==> src/rtl/seg7_pkg.sv <==
// Shared constants for seven-segment display users: active-low digit patterns,
// dark patterns for segments and anodes, and the digit-index type.
// Pure declarations, no logic.
package seg7_pkg;

  // Digit patterns {g,f,e,d,c,b,a}, active-low (0 lights the segment).
  localparam logic [6:0] SEG_0    = 7'b1000000;
  localparam logic [6:0] SEG_1    = 7'b1111001;
  localparam logic [6:0] SEG_2    = 7'b0100100;
  localparam logic [6:0] SEG_3    = 7'b0110000;
  localparam logic [6:0] SEG_4    = 7'b0011001;
  localparam logic [6:0] SEG_5    = 7'b0010010;
  localparam logic [6:0] SEG_6    = 7'b0000010;
  localparam logic [6:0] SEG_7    = 7'b1111000;
  localparam logic [6:0] SEG_8    = 7'b0000000;
  localparam logic [6:0] SEG_9    = 7'b0010000;
  localparam logic [6:0] SEG_DASH = 7'b0111111;
  localparam logic [6:0] SEG_OFF  = 7'b1111111;

  // All four common-anode enables released (active-low).
  localparam logic [3:0] AN_OFF = 4'b1111;

  // Digit position 0 (rightmost, seconds ones) .. 3 (leftmost, minutes tens).
  typedef logic [1:0] digit_idx_t;

endpackage

==> src/rtl/seg7_scan_bcd_to_seg7.sv <==
// BCD nibble to active-low seven-segment pattern; non-BCD codes show a dash.
// Latency: combinational.
// Backpressure: none.
module bcd_to_seg7
  import seg7_pkg::*;
(
  input  logic [3:0] nibble,
  output logic [6:0] seg
);

  // Table lookup; anything above 9 is not a valid digit and shows a dash.
  always_comb begin
    seg = SEG_DASH;
    case (nibble)
      4'd0:    seg = SEG_0;
      4'd1:    seg = SEG_1;
      4'd2:    seg = SEG_2;
      4'd3:    seg = SEG_3;
      4'd4:    seg = SEG_4;
      4'd5:    seg = SEG_5;
      4'd6:    seg = SEG_6;
      4'd7:    seg = SEG_7;
      4'd8:    seg = SEG_8;
      4'd9:    seg = SEG_9;
      default: seg = SEG_DASH;
    endcase
  end

endmodule

==> src/rtl/seg7_scan.sv <==
// Time-multiplexed 4-digit common-anode driver with frame snapshot, blanking,
// decimal-point mask and expiry flash. Outputs registered, 1-cycle latency.
// Optional: define LEAD_ZERO_BLANK_EN to blank digit 3 when it is zero. No backpressure.
module seg7_scan
  import seg7_pkg::*;
#(
  parameter int REFRESH_DIV = 100000,
  parameter int BLANK_CYC   = 2000,
  parameter int BLINK_DIV   = 62
) (
  input  logic        clk,
  input  logic        reset,
  input  logic [15:0] digits,
  input  logic [3:0]  dp_mask,
  input  logic        flash,
  input  logic        blank,
  output logic [3:0]  an,
  output logic [6:0]  seg,
  output logic        dp
);

  localparam int PW = $clog2(REFRESH_DIV);
  localparam int BW = (BLINK_DIV > 1) ? $clog2(BLINK_DIV) : 1;

  localparam logic [PW-1:0] PRESC_LAST = PW'(REFRESH_DIV - 1);
  localparam logic [PW-1:0] BLANK_LIM  = PW'(BLANK_CYC);
  localparam logic [BW-1:0] BLINK_LAST = BW'(BLINK_DIV - 1);

  logic [PW-1:0] presc;
  digit_idx_t    idx;
  logic [15:0]   snap;
  logic [BW-1:0] blink_cnt;
  logic          phase;

  logic          slot_tick;
  logic          frame_end;
  logic [3:0]    cur_nib;
  logic [6:0]    dec_seg;
  logic          off;
  logic          lead_zero;
  logic [3:0]    an_nxt;
  logic [6:0]    seg_nxt;
  logic          dp_nxt;

  assign slot_tick = (presc == PRESC_LAST);
  assign frame_end = slot_tick && (idx == 2'd3);

  // Slot prescaler and digit index; the index only moves at slot boundaries.
  always_ff @(posedge clk) begin
    if (reset) begin
      presc <= '0;
      idx   <= 2'd0;
    end else if (slot_tick) begin
      presc <= '0;
      idx   <= idx + 2'd1;
    end else begin
      presc <= presc + PW'(1);
    end
  end

  // Frame-rate state: latch a whole display value at once so a frame never
  // mixes old and new digits, and step the flash half-period counter.
  always_ff @(posedge clk) begin
    if (reset) begin
      snap      <= 16'h0000;
      blink_cnt <= '0;
      phase     <= 1'b0;
    end else if (frame_end) begin
      snap <= digits;
      if (blink_cnt == BLINK_LAST) begin
        blink_cnt <= '0;
        phase     <= ~phase;
      end else begin
        blink_cnt <= blink_cnt + BW'(1);
      end
    end
  end

  // Pick the snapshot nibble for the digit currently being driven.
  always_comb begin
    cur_nib = snap[3:0];
    case (idx)
      2'd0: cur_nib = snap[3:0];
      2'd1: cur_nib = snap[7:4];
      2'd2: cur_nib = snap[11:8];
      2'd3: cur_nib = snap[15:12];
      default: cur_nib = snap[3:0];
    endcase
  end

  bcd_to_seg7 u_dec (
    .nibble (cur_nib),
    .seg    (dec_seg)
  );

`ifdef LEAD_ZERO_BLANK_EN
  assign lead_zero = (idx == 2'd3) && (cur_nib == 4'd0);
`else
  assign lead_zero = 1'b0;
`endif

  // Next output values: dark whenever any off condition holds, otherwise one
  // anode low with its decoded pattern; dp_mask is deliberately used live.
  always_comb begin
    off     = blank | (flash & phase) | (presc < BLANK_LIM) | lead_zero;
    an_nxt  = AN_OFF;
    seg_nxt = SEG_OFF;
    dp_nxt  = 1'b1;
    if (!off) begin
      an_nxt  = ~(4'b0001 << idx);
      seg_nxt = dec_seg;
      dp_nxt  = ~dp_mask[idx];
    end
  end

  // Output registers keep the pins glitch-free and start dark out of reset.
  always_ff @(posedge clk) begin
    if (reset) begin
      an  <= AN_OFF;
      seg <= SEG_OFF;
      dp  <= 1'b1;
    end else begin
      an  <= an_nxt;
      seg <= seg_nxt;
      dp  <= dp_nxt;
    end
  end

endmodule

==> config.mk <==
export PLATFORM = sky130hd
export DESIGN_NAME = seg7_scan
export DESIGN_NICKNAME = d
export VERILOG_FILES = /design/src/rtl/seg7_pkg.sv /design/src/rtl/seg7_scan_bcd_to_seg7.sv /design/src/rtl/seg7_scan.sv
export SDC_FILE = /design/constraint.sdc
export NUM_CORES = 1
export LEC_CHECK = 0
export CORE_UTILIZATION = 54
export CTS_CLUSTER_DIAMETER = 40
export DETAILED_ROUTE_END_ITERATION = 10
export GPL_ROUTABILITY_DRIVEN = 0
export HOLD_SLACK_MARGIN = 0.1
export PLACE_DENSITY_LB_ADDON = 0.05
export RECOVER_POWER = 100
export SLEW_MARGIN = 10
export SYNTH_ARGS = -nofsm -noshare
export SYNTH_HDL_FRONTEND = slang
export SYNTH_SLANG_ARGS = --single-unit
==> constraint.sdc <==
create_clock -name clk -period 2.4 [get_ports clk]
set_input_delay 0.24 -clock clk [delete_from_list [all_inputs] [get_ports clk]]
set_output_delay 0.24 -clock clk [all_outputs]
set_load 0.05 [all_outputs]
==> results of run 1 <==
-- report_power, final --
group	internal (W)	switching (W)	leakage, nW	total [W]
combinational	0.0000432	0.0000232	0.535	0.0000664
clock	0.000307	0.000297	0.0579	0.000605
sequential	0.000899	0.00000514	0.436	0.000905
-- metal layers --
layer	track usage, %	wire length, µm	up-vias
met4	8.22	73	0
met2	38.5	2630	57
met5	0	0	-
met3	5.23	231	7
li1	-	-	1102
met1	30.1	2540	1017
-- cells in the mapped netlist --
master	n	area [µm²]
nand3_1	28	140
nor2b_1	3	18.8
mux2i_1	2	20.0
mux4_2	1	22.5
nor2_1	20	75.1
xnor2_1	8	70.1
nand2_1	15	56.3
o2111ai_1	1	8.76
clkbuf_1	11	41.3
a32o_1	1	10.0
nor4_1	2	12.5
a222oi_1	4	40.0
o21ai_0	25	125
a21o_1	2	15.0
buf_1	1	3.75
nor4_2	1	12.5
nand4_1	7	43.8
nand2b_1	1	6.26
inv_1	11	41.3
and3_1	5	31.3
dfxtp_1	54	1080
ha_1	11	138
mux2_2	2	22.5
a311oi_1	1	8.76
a211oi_1	3	22.5
or4_4	1	11.3
xor2_1	5	43.8
or4bb_1	1	11.3
buf_2	3	15.0
or2_2	1	6.26
nor3_1	9	45.0
a2111oi_0	1	8.76
o211a_1	1	10.0
a31oi_1	3	18.8
and4_1	3	26.3
nor3b_1	1	7.51
a211o_1	2	17.5
mux2_1	1	11.3
nand4b_1	3	26.3
a21oi_1	24	120
or3_1	2	12.5
o31ai_1	1	7.51
or4_1	2	15.0
-- registers in the layout, indices dropped and copies added, names as in the netlist --
name and count:
an 4, blink_cnt 6, dp 1, idx 2
phase 1, presc 17, seg 7, snap 16
-- cell families after synthesis --
family / Yosys count
buffers and inverters: 26
flip-flops: 54
adder cells (fa/ha/maj): 11
multiplexers: 6
XOR/XNOR: 13
AND/OR/NAND/NOR: 105
AO/OA/AOI/OAI: 69
-- cell type report --
| type | count | area [µm²] |
|---|---|---|
| clock inverters | 3 | 40.0 |
| fillers | 360 | 1340 |
| clock buffers | 5 | 68.8 |
| well taps | 52 | 65.1 |
| flip-flops and latches | 54 | 1080 |
| inverters | 11 | 41.3 |
| repair buffers | 47 | 442 |
| multi-input cells | 204 | 1300 |
-- worst max path at each step --
stage                               startpoint                 end  slack (ps)  cells after the start
after floorplan           presc[13]$_SDFF_PP0_  phase$_SDFFE_PP0P_         290                      5
after global placement    presc[13]$_SDFF_PP0_  phase$_SDFFE_PP0P_         290                      4
after detailed placement  presc[13]$_SDFF_PP0_  phase$_SDFFE_PP0P_         240                      4
after CTS                 presc[13]$_SDFF_PP0_  phase$_SDFFE_PP0P_         220                      4
after global routing       idx[0]$_SDFFE_PP0P_   seg[4]$_SDFF_PP1_          60                      7
final                     presc[13]$_SDFF_PP0_  phase$_SDFFE_PP0P_         180                      4
-- stage by stage --
step	worst slack, ps	util, %	power [W]
4_1_cts	225	69.7	0.00159
3_5_place_dp	237	67.2	0.000992
6_report	175	69.4	0.00158
3_3_place_gp	292	67.2	0.000991
5_1_grt	59.7	69.4	0.00164
2_1_floorplan	293	-	0.000943
-- worst reg2reg max path, stage by stage, from the launching register on --
cell and delay (ps):
dfxtp_1 340, or4_1 600, or4_1 600, nor3_1 230, mux2_1 350
==> summary.txt, run 1 <==
Run status
  – Run status: completed

Critical path
  – Critical Path End Type: flip-flop
  – Cells on worst reg2reg path: 4
  – Reg2reg setup slack: 180 ps
  – Crit path DAT: 2420 ps
  – Delay-heaviest family, CP: simple AND/OR/NAND/NOR gates
  – Crit path kind: reg -> reg
  – Cells along the critical path: or4_1, or4_1, nor3_1, mux2_1
  – Slowest cell delay on critical path: 600 ps
  – Critical register-to-register path endpoint: phase$_SDFFE_PP0P_
  – Critical Path RT: 2600 ps
  – Worst path slowest cell: or4_1
  – Buf+Inv Stages, Crit Path: 0
  – CP most frequent cell: or4_1
  – Worst R2R Start: presc[13]$_SDFF_PP0_
  – Crit Path Max Fanout: 4
  – CP Launch Type: flip-flop

Finish
  – Most frequent cells in the layout: dfxtp_1 (54), nand3_1 (28), o21ai_0 (25)
  – Fin nets: 358
  – Ant diodes: 0
  – Fin area: 0.00304 mm²
  – Final cell count without fillers: 376
  – Area delta synth->final: 22.6%
  – Layout cell share with drive strength beyond 1: 6.48%
  – Most common cell after layout, fill and taps aside: dfxtp_1

CTS
  – CTS max path bufs: 2
  – Total CTS buffers: 5
  – Clock insertion delay at the later pin of the skew report: 310 ps
  – CTS tree: done
  – CTS clk-pin slew, worst paths: 90 ps
  – Hold_buf cts: 0
  – H-tree levels: 2
  – Setup bufs post-CTS: 0
  – Cts repair resizes: 0
  – CTS root buffer: clkbuf_8
  – Clk sinks: 54

Global route
  – Vias in the first global route: 1974
  – Total grt overflow: 0
  – GRT Resource Usage Total: 23.4%
  – Largest net degree at the start of global routing: 30
  – First-pass GRT wire length: 9110 µm
  – Initial antenna violation count: 0

Power and ir drop
  – Power density cells: 518 mW/mm²
  – Leakage: 1.03 nW
  – Peak supply drop: 273 µV

Worst hold path
  – Hold Path Sink: presc[0]$_SDFF_PP0_
  – Hold path cells: 1
  – Worst min-delay path startpoint: presc[0]$_SDFF_PP0_
  – HP Class: reg -> reg

Die
  – Die height: 69.8 µm
  – Standard-cell rows: 24
  – Core Region: 0.00438 mm²
  – I/O pins: 36
  – Die Wd: 69.8 µm
  – Die ar.: 0.00487 mm²
  – Starting Density: 56.6%

Timing
  – Total negative setup slack: 0 ps
  – Period utilization: 92.7%
  – Tightest Pin Transition: 669 ps
  – Slew Viols, Final: 0
  – Final Setup Violations: 0
  – Max Fclk: 0.449 GHz
  – RSZ-0062 raised after global routing: false
  – Final Hold Viols: 0
  – Hold_ws: 481 ps
  – Worst Clk Skew: 3.79 ps
  – Fin crit period: 2220 ps
  – Slew headroom: 55.2%

Route
  – Total iterations of the first detailed-routing run: 5
  – Wirelength, routed: 5480 µm
  – DRT antenna net count: 0
  – Via count: 2183
  – Vias per cell: 5.81
  – Wire per inst: 14.6 µm
  – DRC viols: 0
  – Initial DRC count: 141

Logic synthesis
  – Xor/xnor cell area share of the yosys netlist: 4.59%
  – Adder-cell share of the synthesized area: 5.55%
  – Mean Syn Cell Area: 8.74 µm²
  – Net count after synthesis: 319
  – Largest family of logic cells by synthesized area: simple AND/OR/NAND/NOR gates
  – Yosys reg bits: 54
  – Post-synthesis sequential area ratio: 43.6%
  – Gate count after technology mapping: 284
  – Yosys warnings: 0
  – Fraction of synthesized area in multiplexers: 3.08%
  – Yosys cell types: 43
  – Simple-Gate Fraction of Synth Area: 22.5%
  – Netlist Area Pre-Place: 0.00248 mm²
  – Compound-Gate Fraction of Synth Area: 16.6%

Placed design
  – Port bufs: 35
  – Placed insts: 368
  – Placed cell areas: 0.00295 mm²
  – HPWL after detailed placement: 3890 µm

Flow run
  – Max Cap Viol: 0
Note: power is estimated with default switching activity, not from simulation.
==> run 2: changes to the inputs <==
--- a/config.mk
+++ b/config.mk
@@ -9,6 +9,7 @@
 export CTS_CLUSTER_DIAMETER = 40
 export DETAILED_ROUTE_END_ITERATION = 10
 export GPL_ROUTABILITY_DRIVEN = 0
+export GPL_TIMING_DRIVEN = 0
 export HOLD_SLACK_MARGIN = 0.1
 export PLACE_DENSITY_LB_ADDON = 0.05
 export RECOVER_POWER = 100
==> summary.txt, run 2 (synthesis results as in run 1) <==
Run status
  – Run status: completed

Finish
  – Largest regs: presc x17, snap x16, seg x7
  – Fin nets: 362
  – Ant diodes: 0
  – Post-layout util: 69.1%
  – Fin area: 0.00303 mm²
  – Layout cell share with drive strength beyond 1: 6.40%
  – Area delta synth->final: 22.1%
  – Largest register by flop count: presc
  – Most common cell after layout, fill and taps aside: dfxtp_1
  – Max FFs per register: 17
  – Most frequent cells in the layout: dfxtp_1 (53), nand3_1 (28), a21oi_1 (23)

Timing
  – Tightest Pin Transition: 628 ps
  – Slew Viols, Final: 0
  – Worst Clk Skew: 6.26 ps
  – Period utilization: 93.9%
  – Slew headroom: 57.1%
  – Final Setup Violations: 0
  – Final Hold Viols: 0
  – Fin crit period: 2250 ps
  – Max Fclk: 0.444 GHz
  – Hold_ws: 469 ps

Critical path
  – Crit path depth: 6
  – Crit Path Max Fanout: 10
  – Worst path slowest cell: or4_4
  – CP Launch Type: flip-flop
  – Cells along the critical path: or4_4, or4_1, buf_2, clkbuf_1, o21ai_0, a21oi_1
  – Slowest cell delay on critical path: 570 ps
  – Crit path DAT: 2430 ps
  – Critical Path End Type: flip-flop
  – Crit path kind: reg -> reg
  – Buf+Inv Stages, Crit Path: 2
  – Cells on worst reg2reg path: 6
  – Delay-heaviest family, CP: simple AND/OR/NAND/NOR gates
  – Critical Path RT: 2580 ps

Die
  – Standard-cell rows: 24
  – Core Region: 0.00438 mm²
  – Die ar.: 0.00487 mm²
  – I/O pins: 36
  – Die Wd: 69.8 µm
  – Starting Density: 56.6%
  – Die height: 69.8 µm

Route
  – Vias per cell: 5.86
  – Wire per inst: 14.6 µm
  – Initial DRC count: 108
  – DRC viols: 0
  – Via count: 2227
  – DRT antenna net count: 0
  – Total iterations of the first detailed-routing run: 4
  – Wirelength, routed: 5540 µm

Power and ir drop
  – Clock group share of total power: 38.2%
  – Sw Pwr: 0.000318 W
  – Combinational share of power: 4.1%
  – Leakage: 1.01 nW
  – Power density cells: 516 mW/mm²
  – Cell-internal power: 0.00125 W
  – Sw Ratio: 20.3%
  – Peak supply drop: 329 µV
  – Sequential share of power: 57.7%

Global route
  – First-pass GRT wire length: 9710 µm
  – Initial antenna violation count: 0
  – Vias in the first global route: 2188
  – Total grt overflow: 0
  – Largest net degree at the start of global routing: 17
  – GRT Resource Usage Total: 24.4%

CTS
  – H-tree levels: 2
  – Hold_buf cts: 0
  – Total CTS buffers: 5
  – Clock insertion delay at the later pin of the skew report: 300 ps
  – CTS tree: done
  – CTS clk-pin slew, worst paths: 90 ps
  – CTS max path bufs: 2
  – CTS root buffer: clkbuf_8
  – Clk sinks: 54

Flow run
  – Max Cap Viol: 0

Worst hold path
  – Hold path cells: 1
  – HP Class: reg -> reg

Placed design
  – Placed cell areas: 0.00290 mm²
  – HPWL after detailed placement: 4020 µm
  – Port bufs: 35
[run 2: cell types whose count changed in the layout (fill, tap and decap cells not counted), moves of 3 or more]
cell	change
buf_2	+3
buf_4	-6
clkbuf_1	+8
o21ai_0	-3
o21ai_1	+3
[run 2: path summary, 6_finish.rpt]
kind,endpoint,start,slack [ps]
worst max register to register,blink_cnt[0]$_SDFFE_PP0P_,presc[13]$_SDFF_PP0_,150
worst max-delay path,blink_cnt[0]$_SDFFE_PP0P_,presc[13]$_SDFF_PP0_,150
worst min register to register,presc[0]$_SDFF_PP0_,presc[0]$_SDFF_PP0_,470
worst min-delay path,presc[0]$_SDFF_PP0_,presc[0]$_SDFF_PP0_,470
[run 2: power by group through the flow]
stage / Clock (W) / Combinational [W] / Sequential, W
after floorplan: 0 / 0.0000193 / 0.000924
after global placement: 0 / 0.0000639 / 0.000925
after detailed placement: 0 / 0.0000640 / 0.000925
after CTS: 0.000613 / 0.0000646 / 0.000904
after global routing: 0.000643 / 0.0000694 / 0.000905
final: 0.000597 / 0.0000642 / 0.000904
[run 2: metal layers]
layer	track usage, %	wire length, µm
met5	0	0
met4	6.44	55
met3	4.94	248
met2	40.6	2660
met1	32.3	2580
[run 2: worst register-to-register path: stages, from the launching register on]
cell      delay (ps)
dfxtp_1          350
or4_4            570
or4_1            510
buf_2            170
clkbuf_1         220
o21ai_0          230
a21oi_1           90
[run 2: cell type report]
cell class | instances | area (µm²)
repair buffers | 37 | 365
clock buffers | 5 | 68.8
multi-input cells | 204 | 1310
plain buffers | 14 | 56.3
clock inverters | 3 | 40.0
well taps | 52 | 65.1
flip-flops and latches | 54 | 1080
fillers | 388 | 1350
inverters | 11 | 41.3
[run 2: timing repair]
action / CTS / global route
setup endpoints to repair: 0 / 36
setup buffers: 0 / 2
gates resized for setup: 0 / 6
[run 2: stage by stage]
stage / cells / total power [W] / TNS [ps] / worst slack [ps]
after floorplan: 284 / 0.000943 / 0 / 293
after global placement: 371 / 0.000988 / 0 / 64.7
after detailed placement: 371 / 0.000989 / 0 / 39.7
after CTS: 379 / 0.00158 / 0 / 13.6
after global routing: 380 / 0.00162 / -2.14 / -2.14
final: 380 / 0.00156 / 0 / 146
